File: src/rtl/sipo_nbit_rx_if.sv
// Serial-in / parallel-out bus between a bit-stream source and sipo_nbit_rx.
// The master drives the strobed serial bit; the slave returns the reassembled word.
interface sipo_nbit_rx_if #(
    parameter int unsigned N = 4
);
    logic         en_in;
    logic         start_in;
    logic         d_in;
    logic [N-1:0] q_out;
    logic         valid_out;
    logic         busy_out;
    logic         err_out;

    modport master (
        output en_in, start_in, d_in,
        input  q_out, valid_out, busy_out, err_out
    );

    modport slave (
        input  en_in, start_in, d_in,
        output q_out, valid_out, busy_out, err_out
    );
endinterface

File: src/rtl/sipo_nbit_rx.sv
// Reassembles N-bit words from a start-framed serial stream (one bit per enabled clock).
// Completed words are registered on q_out with a one-cycle valid pulse; cut-short words pulse err_out.
module sipo_nbit_rx #(
    parameter int unsigned N         = 4,
    parameter bit          MSB_FIRST = 1'b1
) (
    input  logic              clk,
    input  logic              reset_ah_in,
    sipo_nbit_rx_if.slave     bus
);
    localparam int unsigned CNT_W = $clog2(N + 1);

    typedef enum logic {
        IDLE  = 1'b0,
        SHIFT = 1'b1
    } state_t;

    state_t           state;
    logic [N-1:0]     sr;
    logic [CNT_W-1:0] cnt;

    // Shift one bit in from the side that leaves the first bit at its final position after N inserts.
    function automatic logic [N-1:0] insert(input logic [N-1:0] s, input logic b);
        if (MSB_FIRST) begin
            insert = {s[N-2:0], b};
        end else begin
            insert = {b, s[N-1:1]};
        end
    endfunction

    always_ff @(posedge clk or posedge reset_ah_in) begin
        if (reset_ah_in) begin
            state         <= IDLE;
            sr            <= '0;
            cnt           <= '0;
            bus.q_out     <= '0;
            bus.valid_out <= 1'b0;
            bus.busy_out  <= 1'b0;
            bus.err_out   <= 1'b0;
        end else begin
            bus.valid_out <= 1'b0;
            bus.err_out   <= 1'b0;
            case (state)
                IDLE: begin
                    // Stray bits without a start strobe are dropped silently.
                    if (bus.en_in && bus.start_in) begin
                        sr           <= insert('0, bus.d_in);
                        cnt          <= CNT_W'(1);
                        state        <= SHIFT;
                        bus.busy_out <= 1'b1;
                    end
                end
                SHIFT: begin
                    if (bus.en_in) begin
                        if (bus.start_in) begin
                            // Restart framing: discard partial word, current bit opens the new one.
                            sr          <= insert('0, bus.d_in);
                            cnt         <= CNT_W'(1);
                            bus.err_out <= 1'b1;
                        end else if (cnt == CNT_W'(N - 1)) begin
                            bus.q_out     <= insert(sr, bus.d_in);
                            bus.valid_out <= 1'b1;
                            cnt           <= '0;
                            state         <= IDLE;
                            bus.busy_out  <= 1'b0;
                        end else begin
                            sr  <= insert(sr, bus.d_in);
                            cnt <= cnt + CNT_W'(1);
                        end
                    end
                end
                default: begin
                    state        <= IDLE;
                    cnt          <= '0;
                    bus.busy_out <= 1'b0;
                end
            endcase
        end
    end
endmodule
File: src/flat_wrapper.sv
// flat-port wrapper written by rule: the top's interface ports become plain ports
module sipo_nbit_rx_flat 
#(
    parameter int unsigned N         = 4,
    parameter bit          MSB_FIRST = 1'b1
)
  (clk, reset_ah_in, bus_en_in, bus_start_in, bus_d_in, bus_q_out, bus_valid_out, bus_busy_out, bus_err_out);
  sipo_nbit_rx_if #(.N(N)) bus_i ();
  input  logic clk;
  input  logic reset_ah_in;
  input wire logic [$bits(bus_i.en_in)-1:0] bus_en_in;
  input wire logic [$bits(bus_i.start_in)-1:0] bus_start_in;
  input wire logic [$bits(bus_i.d_in)-1:0] bus_d_in;
  output wire logic [$bits(bus_i.q_out)-1:0] bus_q_out;
  output wire logic [$bits(bus_i.valid_out)-1:0] bus_valid_out;
  output wire logic [$bits(bus_i.busy_out)-1:0] bus_busy_out;
  output wire logic [$bits(bus_i.err_out)-1:0] bus_err_out;
  assign bus_i.en_in = bus_en_in;
  assign bus_i.start_in = bus_start_in;
  assign bus_i.d_in = bus_d_in;
  assign bus_q_out = bus_i.q_out;
  assign bus_valid_out = bus_i.valid_out;
  assign bus_busy_out = bus_i.busy_out;
  assign bus_err_out = bus_i.err_out;
  sipo_nbit_rx #(.N(N), .MSB_FIRST(MSB_FIRST)) u_core (.clk(clk), .reset_ah_in(reset_ah_in), .bus(bus_i));
endmodule
File: config.mk
export PLATFORM = sky130hd
export DESIGN_NAME = sipo_nbit_rx_flat
export DESIGN_NICKNAME = d
export VERILOG_FILES = /design/src/rtl/sipo_nbit_rx_if.sv /design/src/rtl/sipo_nbit_rx.sv /design/src/flat_wrapper.sv
export SDC_FILE = /design/constraint.sdc
export NUM_CORES = 1
export LEC_CHECK = 0
export ABC_AREA = 1
export CAP_MARGIN = 15
export CORE_UTILIZATION = 44
export DETAILED_ROUTE_END_ITERATION = 10
export GPL_ROUTABILITY_DRIVEN = 0
export HOLD_SLACK_MARGIN = 0.06
export PLACE_DENSITY = 0.7
export REMOVE_ABC_BUFFERS = 1
export SYNTH_ARGS = -nofsm -noshare
export SYNTH_HDL_FRONTEND = slang
export SYNTH_SLANG_ARGS = --single-unit
export TNS_END_PERCENT = 100
File: constraint.sdc
create_clock -name clk -period 2.2 [get_ports clk]
set_input_delay 0.44 -clock clk [delete_from_list [all_inputs] [get_ports clk]]
set_output_delay 0.44 -clock clk [all_outputs]
set_load 0.05 [all_outputs]
==> results_dict.tcl <==
set metrics [dict create \
    outcome "completed" \
    hold_viol 0 \
    fin_nets 87 \
    clk_pin_slew_worst_paths_ns 0.08 \
    fin_crit_ns 1.88 \
    synth_top_cell_by_area "dfrtp_1" \
    cts_htree_levels 1 \
    dieArea_um2 1500 \
    worst_slew_pin_slew_ns 0.518 \
    synthTopCellsByArea "dfrtp_1 59%, nand2_1 14%, nand3_1 6.7%" \
    die_h_um 38.8 \
    multi_input_area_um2 218 \
    post_cts_buffers 0 \
    syn_inst 65 \
    ys_ff_latch 14 \
    clock_skew_ns 0.00498 \
    crit_path_max_incr_delay_ns 0.81 \
    cts_resized 0 \
    io_pins 12 \
    critPathKind "reg -> out" \
    period_share_pct 85.4 \
    cts_tree "done" \
    finalInstanceArea_um2 759 \
    viasPerCell 4.87 \
    async_reset_ff_share_pct 100 \
    drtPass1Iterations 4 \
    worstPathCellList "clkdlybuf4s50_1" \
    cp-start-kind "flip-flop" \
    finalSetupTns_ns 0 \
    worst_hold_path_type "reg -> reg" \
    critical_path.top_delay_family "buffers and inverters" \
    area_growth_pct 27.5 \
    antenna_cells 0 \
    syn_area_per_cell_um2 9.16 \
    port_buffers 11 \
    synth_top_flop_cell "dfrtp_1" \
    syn-cell-area_um2 596 \
    hold_slack_ns 0.481 \
    slew-limit-headroom_pct 65.4 \
    final_max_slew_viol_count 0 \
    vias 458 \
    grtUsageTotal_pct 19.3 \
    drt_iter0_drc 7 \
    finalSetupViolations 0 \
    synth-seq-area-share_pct 58.8 \
    cp_max_fo 2 \
    wl_per_cell_um 10.4 \
    cellPowerDensity_nw_per_um2 1260 \
    seqCellArea_um2 350 \
    initial_core_util_pct 50.2 \
    postRouteWirelength_um 975 \
    synth_top_area_share_pct 58.8 \
    holdBufCountCts 0 \
    drc 0 \
    worstSkewPairLatency_ns 0.28 \
    vdd_drop_max_mv 0.788 \
    place_area_um2 723 \
    grt_pass1_vias 444 \
    p_leak_nw 0.411 \
    yosysMostFrequentCell "nand2_1" \
    drive_gt1_share_pct 12.5 \
    cts_buffer_depth 2 \
    ant_nets 0 \
    timing.fmax_mhz 532 \
    netlist-cell-type-count 14 \
    cp.arrival_ns 1.44 \
    clockRootBuffer "clkbuf_4" \
    antenna_found_initial 0 \
    row_count 12 \
    coreArea_um2 1190 \
    fillers 111 \
    synth_edf_count 0 \
    rsz0062_at_grt "no" \
    crit_path_end_kind "primary output" \
    cts.sinks 14 \
    grt_max_degree 15 \
    synth_common_cells "23 x nand2_1, 14 x dfrtp_1, 8 x nand3_1, 6 x inv_1, 3 x nand2_2" \
    dp_slack_ns 0.612 \
    grt_pass1_wl_um 1880 \
    hpwl_um 770 \
    cts_made_buffers 3 \
    grt_overflow 0 \
    slowest_stage "clkdlybuf4s50_1" \
    layout_setup_ws_ns 0.321 \
    cp.buffers_inverters 1 \
    chipWidth_um 38.8 \
    yosys_warnings 0 \
    worst_ep_required_time_ns 1.76 \
    maxCapViolCount 0 \
]
[where the power goes]
| part | switching [W] | internal [W] | leakage [nW] |
|---|---|---|---|
| logic | 0.000264 | 0.000128 | 0.211 |
| clock network | 0.0000757 | 0.000101 | 0.0210 |
| registers | 0.0000498 | 0.000336 | 0.179 |
| total | 0.000390 | 0.000564 | 0.411 |
[cells by family (layout without fill, tap and decap cells)]
family,count (synthesis),after routing,share of synthesized area (%)
AND/OR/NAND/NOR,40,40,31.9
flip-flops,14,14,58.8
adder cells (fa/ha/maj),1,1,2.10
AO/OA/AOI/OAI,3,3,2.52
buffers and inverters,7,22,4.62
[placed cells by master, fill, tap and decap left out]
master / synthesis / layout
a21oi_1: 1 / 1
clkbuf_4: 0 / 3
clkbuf_8: 0 / 1
clkdlybuf4s50_1: 0 / 11
clkinv_2: 1 / 1
dfrtp_1: 14 / 14
ha_1: 1 / 1
inv_1: 6 / 6
nand2_1: 23 / 23
nand2_2: 3 / 3
nand2_4: 1 / 1
nand3_1: 8 / 8
nand4_1: 2 / 2
nor2_1: 1 / 1
nor2_4: 1 / 1
o21ai_1: 2 / 2
or2_1: 1 / 1
[state kept, by name, indices dropped and copies added, names as in the netlist]
name,flops
u_core.bus.err_out,1
u_core.bus.busy_out,1
u_core.state,1
u_core.bus.valid_out,1
u_core.bus.q_out,4
u_core.cnt,3
u_core.sr,3
[cell type report]
class / count / share of cell area, %
clock buffers: 4 / 4.78
inverters: 7 / 3.62
multi-input cells: 44 / 28.7
flip-flops and latches: 14 / 46.1
well taps: 14 / 2.31
repair buffers: 11 / 14.5
[metrics by stage]
| stage | cells | power, W | utilization (%) |
|---|---|---|---|
| global placement | 90 | 0.000779 | 61.0 |
| floorplan | 65 | 0.000663 | - |
| global route | 94 | 0.00103 | 64.0 |
| finish | 94 | 0.000954 | 64.0 |
| detailed placement | 90 | 0.000786 | 61.0 |
| CTS | 94 | 0.000966 | 64.0 |
[final timing paths]
| path | slack (ns) | to | depth (start not counted) | from |
|---|---|---|---|---|
| worst max-delay path | 0.32 | bus_q_out[0] | 1 | u_core.bus.q_out[0]$_DFFE_PP0P_ |
| worst min-delay path | 0.48 | u_core.bus.q_out[0]$_DFFE_PP0P_ | 2 | u_core.bus.q_out[0]$_DFFE_PP0P_ |
| worst max register to register | 1.02 | u_core.bus.q_out[3]$_DFFE_PP0P_ | 6 | u_core.cnt[0]$_DFFE_PP0P_ |
| worst min register to register | 0.48 | u_core.bus.q_out[0]$_DFFE_PP0P_ | 2 | u_core.bus.q_out[0]$_DFFE_PP0P_ |
| max in group asynchronous | 1.36 | u_core.sr[2]$_DFFE_PP0P_ | 2 | reset_ah_in |
| min in group asynchronous | 0.49 | u_core.state$_DFF_PP0_ | 2 | reset_ah_in |
[routing by layer]
| layer | up-vias | routed length, um | track usage, % |
|---|---|---|---|
| li1 | 237 | - | - |
| met1 | 206 | 446 | 23.1 |
| met5 | - | 0 | 0 |
| met2 | 15 | 476 | 28.7 |
| met4 | 0 | 0 | 7.76 |
| met3 | 0 | 52 | 10.4 |
Power figures use the tool's default switching activity.
